$ cat src/rtl/stopwatch_bcd_chain.sv
// Multi-digit BCD stopwatch/timer: per-digit maxima, up/down counting, run-control FSM.
// Optional lap capture register is built when STOPWATCH_LAP_EN is defined.
module stopwatch_bcd_chain #(
  parameter int unsigned                NUM_DIGITS = 6,
  parameter logic [4*NUM_DIGITS-1:0]    DIGIT_MAX  = 24'h595999
) (
  input  logic                    clk,
  input  logic                    rst,
  input  logic                    tick,
  input  logic                    start,
  input  logic                    stop,
  input  logic                    clear,
  input  logic                    load,
  input  logic [4*NUM_DIGITS-1:0] load_value,
  input  logic                    up_down,
  input  logic                    lap,
  output logic [4*NUM_DIGITS-1:0] count,
  output logic [4*NUM_DIGITS-1:0] lap_count,
  output logic                    running,
  output logic                    expired,
  output logic                    wrap
);

  localparam int unsigned W = 4 * NUM_DIGITS;

  typedef enum logic [1:0] {
    ST_IDLE,
    ST_RUN,
    ST_PAUSE,
    ST_DONE
  } state_t;

  state_t         state_q, state_d;
  logic [W-1:0]   count_q, count_d;
  logic           wrap_q,  wrap_d;

  logic [W-1:0]   count_inc;
  logic [W-1:0]   count_dec;
  logic [W-1:0]   load_clamped;
  logic           carry;
  logic           borrow;

  // Whole carry/borrow chain resolves combinationally; carry out of the top digit is the wrap.
  always_comb begin
    count_inc    = count_q;
    count_dec    = count_q;
    load_clamped = load_value;
    carry        = 1'b1;
    borrow       = 1'b1;
    for (int unsigned i = 0; i < NUM_DIGITS; i++) begin
      if (carry) begin
        if (count_q[4*i +: 4] == DIGIT_MAX[4*i +: 4]) begin
          count_inc[4*i +: 4] = 4'd0;
        end else begin
          count_inc[4*i +: 4] = count_q[4*i +: 4] + 4'd1;
          carry = 1'b0;
        end
      end
      if (borrow) begin
        if (count_q[4*i +: 4] == 4'd0) begin
          count_dec[4*i +: 4] = DIGIT_MAX[4*i +: 4];
        end else begin
          count_dec[4*i +: 4] = count_q[4*i +: 4] - 4'd1;
          borrow = 1'b0;
        end
      end
      if (load_value[4*i +: 4] > DIGIT_MAX[4*i +: 4]) begin
        load_clamped[4*i +: 4] = DIGIT_MAX[4*i +: 4];
      end
    end
  end

  always_comb begin
    state_d = state_q;
    count_d = count_q;
    wrap_d  = 1'b0;
    if (clear) begin
      count_d = '0;
      state_d = ST_IDLE;
    end else if (load) begin
      count_d = load_clamped;
      if (state_q == ST_DONE) begin
        state_d = ST_IDLE;
      end
    end else begin
      if (start && !stop) begin
        if (state_q == ST_IDLE || state_q == ST_PAUSE) begin
          state_d = (!up_down && count_q == '0) ? ST_DONE : ST_RUN;
        end
      end else if (stop && !start) begin
        if (state_q == ST_RUN) begin
          state_d = ST_PAUSE;
        end
      end
      // Any stop request outranks a tick, even when paired with start.
      if (tick && state_q == ST_RUN && !stop) begin
        if (up_down) begin
          count_d = count_inc;
          wrap_d  = carry;
        end else begin
          count_d = count_dec;
          if (count_dec == '0) begin
            state_d = ST_DONE;
          end
        end
      end
    end
  end

  always_ff @(posedge clk) begin
    if (rst) begin
      state_q <= ST_IDLE;
      count_q <= '0;
      wrap_q  <= 1'b0;
    end else begin
      state_q <= state_d;
      count_q <= count_d;
      wrap_q  <= wrap_d;
    end
  end

`ifdef STOPWATCH_LAP_EN
  logic [W-1:0] lap_q, lap_d;

  // Captures the pre-tick count, so a lap taken on a ticking cycle shows the old value.
  always_comb begin
    lap_d = lap_q;
    if (clear) begin
      lap_d = '0;
    end else if (!load && lap && (state_q == ST_RUN || state_q == ST_PAUSE)) begin
      lap_d = count_q;
    end
  end

  always_ff @(posedge clk) begin
    if (rst) begin
      lap_q <= '0;
    end else begin
      lap_q <= lap_d;
    end
  end

  assign lap_count = lap_q;
`else
  logic unused_lap;
  assign unused_lap = lap;
  assign lap_count  = '0;
`endif

  assign count   = count_q;
  assign running = (state_q == ST_RUN);
  assign expired = (state_q == ST_DONE);
  assign wrap    = wrap_q;

endmodule

$ cat config.mk
export PLATFORM = sky130hd
export DESIGN_NAME = stopwatch_bcd_chain
export DESIGN_NICKNAME = d
export VERILOG_FILES = /design/src/rtl/stopwatch_bcd_chain.sv
export SDC_FILE = /design/constraint.sdc
export NUM_CORES = 1
export LEC_CHECK = 0
export BUFFER_PORTS_ARGS = -buffer_cell sky130_fd_sc_hd__buf_2
export CAP_MARGIN = 10
export CORE_ASPECT_RATIO = 0.5
export CORE_MARGIN = 4
export CORE_UTILIZATION = 42
export CTS_CLUSTER_DIAMETER = 100
export DETAILED_ROUTE_END_ITERATION = 8
export PLACE_DENSITY = 0.68
export SETUP_SLACK_MARGIN = 0.05
export SLEW_MARGIN = 30
export SYNTH_ARGS = -nofsm -noshare
export SYNTH_HDL_FRONTEND = slang
export SYNTH_SLANG_ARGS = --single-unit
$ cat constraint.sdc
create_clock -name clk -period 2.9 [get_ports clk]
set_input_delay 0.435 -clock clk [delete_from_list [all_inputs] [get_ports clk]]
set_output_delay 0.435 -clock clk [all_outputs]
set_load 0.1 [all_outputs]
======== Word level (Yosys, flattened, before mapping) ========
Index checks and enable logic that the tools add are counted.
storage, ports and cells
  register bits ........................... 27
  bits of input ports ..................... 33
operators by class
  add/subtract/negate cells ............... 12
  magnitude comparators ................... 6
  equality and inequality tests ........... 15
  multiplexer cells ....................... 60
  bitwise operators ....................... 3
  reductions and logical operators ........ 26
operator list
  kind                   count
  $mux W4                28
  $mux W24               3
  $logic_not A24 Y1      2
  $add A4 B1 Y4 const B  6
  $logic_not A4 Y1       6
  $sub A4 B1 Y4 const B  6
  $mux W2                10
  $mux W1                19
  $eq A4 B4 Y1 const B   4
  $gt A4 B4 Y1 const B   4
  $ne A3 B2 Y1 const B   5
  $reduce_and A2 Y1      5
  $eq A4 B3 Y1 const B   2
  $gt A4 B3 Y1 const B   2
  $reduce_or A6 Y1       1
  $logic_and A1 B1 Y1    5
  $eq A2 B2 Y1 const B   2
  $logic_not A1 Y1       3
  $not A1 Y1             3
  $eq A2 B1 Y1 const B   1
  $logic_not A2 Y1       1
  $ne A2 B1 Y1 const B   1
  $reduce_bool A2 Y1     1
  $reduce_or A2 Y1       1
  $logic_or A1 B1 Y1     1

======== Logic depth before layout (Yosys ltp) ========
Gate-level depths: netlist (run 1).
  word-level depth ........................ 12
  depth in mapped cells ................... 8

======== Least setup slack after synthesis (run 1) ========
OpenSTA, ideal clock, no wires.
  path kind ............................... reg2reg
  from .................................... register count_q[12], in the netlist count[12]
  to ...................................... register count_q[23], in the netlist count[23]
  setup time .............................. 70 ps
  data arrival time ....................... 2,900 ps
  path slack .............................. -70 ps
  stages on the path, launching flop included .. 8
  clock period less this slack ............ 2,970 ps
  cell sequence ........................... dfxtp_1 > clkbuf_8 > and4bb_2 > nand4_1 > or4_4 > a21o_1 > or4_1 > a21oi_1
between the ends
  longest elaborated chain between the ends .. 8
  elaborated cells between the ends (all ways) .. 14
  those cells by class .................... eq/ne: 2; mux: 10; reduce/logical: 2
ends and longest elaborated chain
  item                    line  text
  start, declared         34    logic [W-1:0] count_q, count_d;
  start signal, assigned  117   count_q <= count_d;
  $logic_not A4 Y1        60    if (count_q[4*i +: 4] == 4'd0) begin
  $mux W1                 60
  $mux W1 (2 in a row)    59    if (borrow) begin
  $mux W4                 59
  $mux W24                97    if (up_down) begin
  $mux W24                96    if (tick && state_q == ST_RUN && !stop) begin
  $mux W24                80    end else if (load) begin
Parallel ways exist; a longest one is shown, timed or not. The select of a mux whose other input is x is not followed.
A chain may end at the register's enable or synchronous reset.

======== Final worst setup path (run 1) ========
  from .................................... register count_q[4], in the netlist count[4]
  to ...................................... register count_q[23], in the netlist count[23]
between the ends
  longest elaborated chain between the ends .. 10
  elaborated cells between the ends (all ways) .. 18
  those cells by class .................... eq/ne: 2; mux: 14; reduce/logical: 2
ends and longest elaborated chain
  item                  line
  $logic_not A4 Y1      60
  $mux W1               60
  $mux W1 (4 in a row)  59
  $mux W4               59
  $mux W24              97
  $mux W24              96
  $mux W24              80
Parallel ways exist; a longest one is shown, timed or not. The select of a mux whose other input is x is not followed.

==> results.toml, run 1 <==
[yosys]
ys.warnings.count = 0
synth_top_area_frac = 0.1997
synth_area_leaders = "dfxtp_1, o21ai_0, buf_4"
ys_seq_elements = 27
yosysTopAreaCell = "dfxtp_1"
syn_area_um2 = 2706
ys.flop_type = "dfxtp_1"
syn_inst = 380
yosysSeqAreaShare = 0.1997
synth_area_per_cell_um2 = 7.122
ys_types = 69
synth-edff-count = 0
ys_async_sr_fraction = 0

[place]
hpwl_um = 5577
place_worst_setup_slack_ns = 0.3794
placedInstanceArea_um2 = 2928
globalplace.congestion = 0.8345
dp_cells = 504
numPortBuffers = 58

[power]
comb_power_share = 0.407
pwr-share-seq = 0.329
p_int_uw = 693.2
switching_share = 0.4531
p_leak_uw = 0.001240
ir_drop_v = 0.0002139
clockPowerShare = 0.264
p_sw_uw = 574.4
power_density_nw_per_um2 = 421.4

[routing]
post_drt_wl_per_cell_um = 15.06
wl_um = 7651
drt_iter0_markers = 301
ant_nets = 0
vias = 2882
drcViolationCount = 0
firstDrtPassIters = 4
vias_per_cell = 5.673

[finish]
final_nets = 454
final-seq-area_um2 = 546.8
syn_to_final_growth_pct = 11.14
num-fill-cells = 635
stdcell_area_um2 = 3008
multiInputGateArea_um2 = 1846
layoutNonFillerInstCount = 508
drive_above_1_share = 0.2286
n_antenna_cell = 0

[clock_tree]
holdBufCountCts = 0
clk_path_buf_depth = 2
cts_setup_buffers = 0
numClockSinks = 27
h-tree-depth = 1
cts_resized = 0
numCtsBuffers = 3
cts-root-buf = "clkbuf_16"
clock_latency_ns = 0.27
cts.clk_slew.worst_paths_ns = 0.08
tritoncts = "yes"

[critical_path]
worst_setup_path_start_kind = "flip-flop"
end_kind = "flip-flop"
critPathKind = "flip-flop to flip-flop"
worstPathRequired_ns = 3.10
cp_slowest_stage_delay_ns = 0.58
cp_cell_sequence = "and4bb_1, nand4_1, or4_4, a21o_1, or4_1, a21oi_1"
arrival_ns = 2.72
crit_fanout = 12
cp_slowest_cell = "dfxtp_1"

[floorplan]
row_count = 20
io_pins = 84
dieArea_um2 = 7870
initial_core_util = 0.4396
die_h_um = 64.76
core-area_um2 = 6156
die-width_um = 121.5

[grt]
grt_usage = 0.1906
antenna_found_initial = 0
grt_first_pass_wirelength_um = 12510
grt_start_max_net_pins = 27
grt_pass1_vias = 2546
grt_overflow = 0

[timing]
clock_skew_ns = 0.009320
period_minus_slack_ns = 2.513
hold_slack_ns = 0.4006
worstMarginPinSlew_ns = 0.6110
fmax_mhz = 397.9
max_slew_margin = 0.5912
setup_viol = 0
worst_slack_ns = 0.3867
rsz0062_at_grt = "no"
tns_ns = 0
finalCritPeriodShare = 0.8667
slew_viol_final = 0
hold_viol_final = 0

[worst_hold_path]
hold_path.class = "input port to flip-flop"

[flow_run]
drv_cap = 0

[run_status]
status = "complete, no violations"
[synth_stat cells, drive strengths merged (6+ instances only)]
cell / number
nand2: 29
inv: 12
nor4: 10
o21ai: 43
nand3: 6
nor2b: 7
nor2: 36
nor3: 16
a31oi: 6
dfxtp: 27
clkbuf: 24
mux2i: 6
and3: 7
buf: 33
a21oi: 27
nand4: 6
[through the flow]
step,util,power (uW)
floorplan,-,874.1
global placement,0.4756,934.5
detailed placement,0.4756,936.0
CTS,0.4886,1267
global route,0.4886,1324
finish,0.4886,1268
[layout by cell type, fill, tap and decap left out, types with 3 or more instances in the layout]
cell type  count
xor2_1         3
a21oi_1       27
o31ai_1        4
buf_4         12
conb_1        24
inv_1         12
and2_1         3
nand2b_1       3
nor2_1        36
nand4_1        6
dfxtp_1       22
clkbuf_16      3
o21ai_0       42
a211oi_1       4
o22ai_1        5
and3_1         7
a22oi_1        5
a221oi_1       5
mux2i_1        6
nor2b_1        7
xnor2_1        3
a31oi_1        6
nor3_1        16
nand2_1       29
nor4_1         7
dfxtp_2        5
o211ai_1       5
nand3_1        6
buf_2         58
[worst max-delay path, delay by kind of cell, from the launching register on]
| kind | cells | cell delay, ns |
|---|---|---|
| simple gates | 4 | 1.45 |
| compound gates | 2 | 0.40 |
| flops | 1 | 0.58 |
[state kept, by name (all words and copies together) (netlist names)]
name / flops
state_q: 2
count: 24
wrap: 1
[layout make-up]
cell class | instances | area share
Tap cell | 88 | 0.03661
Clock inverter | 1 | 0.001664
Sequential cell | 27 | 0.1818
Multi-Input combinational cell | 307 | 0.6136
Timing Repair Buffer | 70 | 0.1265
Inverter | 12 | 0.01498
Clock buffer | 3 | 0.02496
[per-layer routing]
metal  vias up  global-route usage  share of wire
met5         -                   0              0
met4         0             0.02235         0.0050
met1      1320              0.2773           0.48
li1       1436                   -              -
met2       121              0.2962           0.42
met3         5             0.04185          0.095
[path summary, 6_finish.rpt]
path	startpoint	endpoint	slack (ns)	depth (start not counted)
worst max-delay path	count[4]$_SDFFE_PP0P_	count[23]$_SDFFE_PP0P_	0.39	6
worst min register to register	count[19]$_SDFFE_PP0P_	count[19]$_SDFFE_PP0P_	0.57	2
worst max register to register	count[4]$_SDFFE_PP0P_	count[23]$_SDFFE_PP0P_	0.39	6
worst min-delay path	stop	state_q[0]$_SDFFE_PP0P_	0.40	2
[power by group through the flow]
stage / Clock, uW / Combinational (uW) / Sequential, uW
after floorplan: 0 / 378 / 496
after global placement: 0 / 510 / 424
after detailed placement: 0 / 512 / 424
after CTS: 339 / 513 / 416
after global routing: 350 / 554 / 420
final: 335 / 516 / 416
[cell families after synthesis]
logic type / count (synthesis) / synth area share
other cells: 1 / 0.001386
buf+inv: 69 / 0.1502
simple gates: 145 / 0.3107
compound gates: 126 / 0.2964
xor+xnor: 6 / 0.01942
mux: 6 / 0.02219
flops: 27 / 0.1997
Power figures use the tool's default switching activity.
==> run 2: changes to the inputs <==
REMOVE_ABC_BUFFERS = 1   (was unset)
==> results.toml, run 2 (synthesis results as in run 1) <==
[run_status]
status = "complete, no violations"

[clock_tree]
cts_setup_buffers = 0
clk_path_buf_depth = 2
cts.clk_slew.worst_paths_ns = 0.08
cts_resized = 0
numClockSinks = 27
tritoncts = "yes"
clock_latency_ns = 0.27
cts-root-buf = "clkbuf_16"
holdBufCountCts = 0
h-tree-depth = 1
numCtsBuffers = 3

[routing]
firstDrtPassIters = 5
vias_per_cell = 5.722
drt_iter0_markers = 271
wl_um = 7784
vias = 2941
drcViolationCount = 0
ant_nets = 0
post_drt_wl_per_cell_um = 15.14

[critical_path]
r2r-start = "count[4]$_SDFFE_PP0P_"
regToRegEndpoint = "count[23]$_SDFFE_PP0P_"
worst_setup_path_start_kind = "flip-flop"
cp-endpoint = "count[23]$_SDFFE_PP0P_"
critPathKind = "flip-flop to flip-flop"
startpoint = "count[4]$_SDFFE_PP0P_"
end_kind = "flip-flop"
rrSetupSlack_ns = 0.34
worstPathRequired_ns = 3.11
r2r_cells = 6
arrival_ns = 2.76
crit_fanout = 12

[place]
globalplace.congestion = 0.8699
dp_cells = 510
hpwl_um = 5664
numPortBuffers = 58
place_worst_setup_slack_ns = 0.3867
placedInstanceArea_um2 = 2967

[grt]
grt_overflow = 0
grt_first_pass_wirelength_um = 12660
grt_pass1_vias = 2537
antenna_found_initial = 0
grt_start_max_net_pins = 22
grt_usage = 0.1960

[floorplan]
die_h_um = 64.76
row_count = 20
initial_core_util = 0.4396
dieArea_um2 = 7870
die-width_um = 121.5
io_pins = 84
core-area_um2 = 6156

[finish]
final_cell_mix = "buf_2, o21ai_0, nor2_1"
n_antenna_cell = 0
stdcell_area_um2 = 3049
final_nets = 460
final_common_cell = "buf_2"
largest_reg_flops = 24
final_core_util = 0.4953
layoutNonFillerInstCount = 514
syn_to_final_growth_pct = 12.67
drive_above_1_share = 0.2277

[timing]
clock_skew_ns = 0.008355
worst_slack_ns = 0.3419
setup_viol = 0
tns_ns = 0
hold_viol_final = 0
slew_viol_final = 0
max_slew_margin = 0.5751
finalCritPeriodShare = 0.8821
period_minus_slack_ns = 2.558
rsz0062_at_grt = "no"
fmax_mhz = 390.9
worstMarginPinSlew_ns = 0.6350

[worst_hold_path]
hold_path.class = "input port to flip-flop"

[power]
ir_drop_v = 0.0002802
power_density_nw_per_um2 = 419.9
p_leak_uw = 0.001265

[flow_run]
drv_cap = 0
==> run 2: power by group <==
part           internal [uW]  switching, uW
Combinational            127            402
Sequential               384           25.8
Clock                    188            152
Total                    700            581
==> run 2: how the worst min path moves through the flow <==
stage / startpoint / endpoint / slack [ns] / depth (start not counted)
after CTS: stop / state_q[0]$_SDFFE_PP0P_ / 0.40 / 2
after global placement: count[19]$_SDFFE_PP0P_ / count[19]$_SDFFE_PP0P_ / 0.55 / 2
after global routing: stop / state_q[0]$_SDFFE_PP0P_ / 0.42 / 2
after floorplan: state_q[0]$_SDFFE_PP0P_ / state_q[0]$_SDFFE_PP0P_ / 0.53 / 2
after detailed placement: count[19]$_SDFFE_PP0P_ / count[19]$_SDFFE_PP0P_ / 0.56 / 2
final: stop / state_q[0]$_SDFFE_PP0P_ / 0.40 / 2
==> run 2: area by class of cell <==
type | count | area (um2)
fillers | 670 | 3107
multi-input cells | 307 | 1846
flip-flops and latches | 27 | 540.5
repair buffers | 76 | 425.4
well taps | 88 | 110.1
clock buffers | 3 | 75.07
inverters | 12 | 45.04
clock inverters | 1 | 7.507
==> run 2: worst max-delay path, cell delays in order (launching register included) <==
cell and delay [ns]:
dfxtp_1 0.58, and4bb_1 0.32, nand4_1 0.18, or4_4 0.54
a21o_1 0.26, or4_1 0.47, a21oi_1 0.15
==> run 2: per-stage QoR <==
| stage | hold WS, ns | total power (uW) |
|---|---|---|
| 2_1_floorplan | 0.5265 | 825.7 |
| 3_3_place_gp | 0.5491 | 940.5 |
| 3_5_place_dp | 0.5575 | 942.3 |
| 4_1_cts | 0.3971 | 1278 |
| 5_1_grt | 0.4189 | 1340 |
| 6_report | 0.3954 | 1280 |
==> run 2: layer usage <==
layer	GRT usage	vias to the layer above	wire (um)
met3	0.02964	6	604
met1	0.2917	1353	3824
met2	0.3017	128	3290
li1	-	1454	-
met4	0.03212	0	64
met5	0	-	0
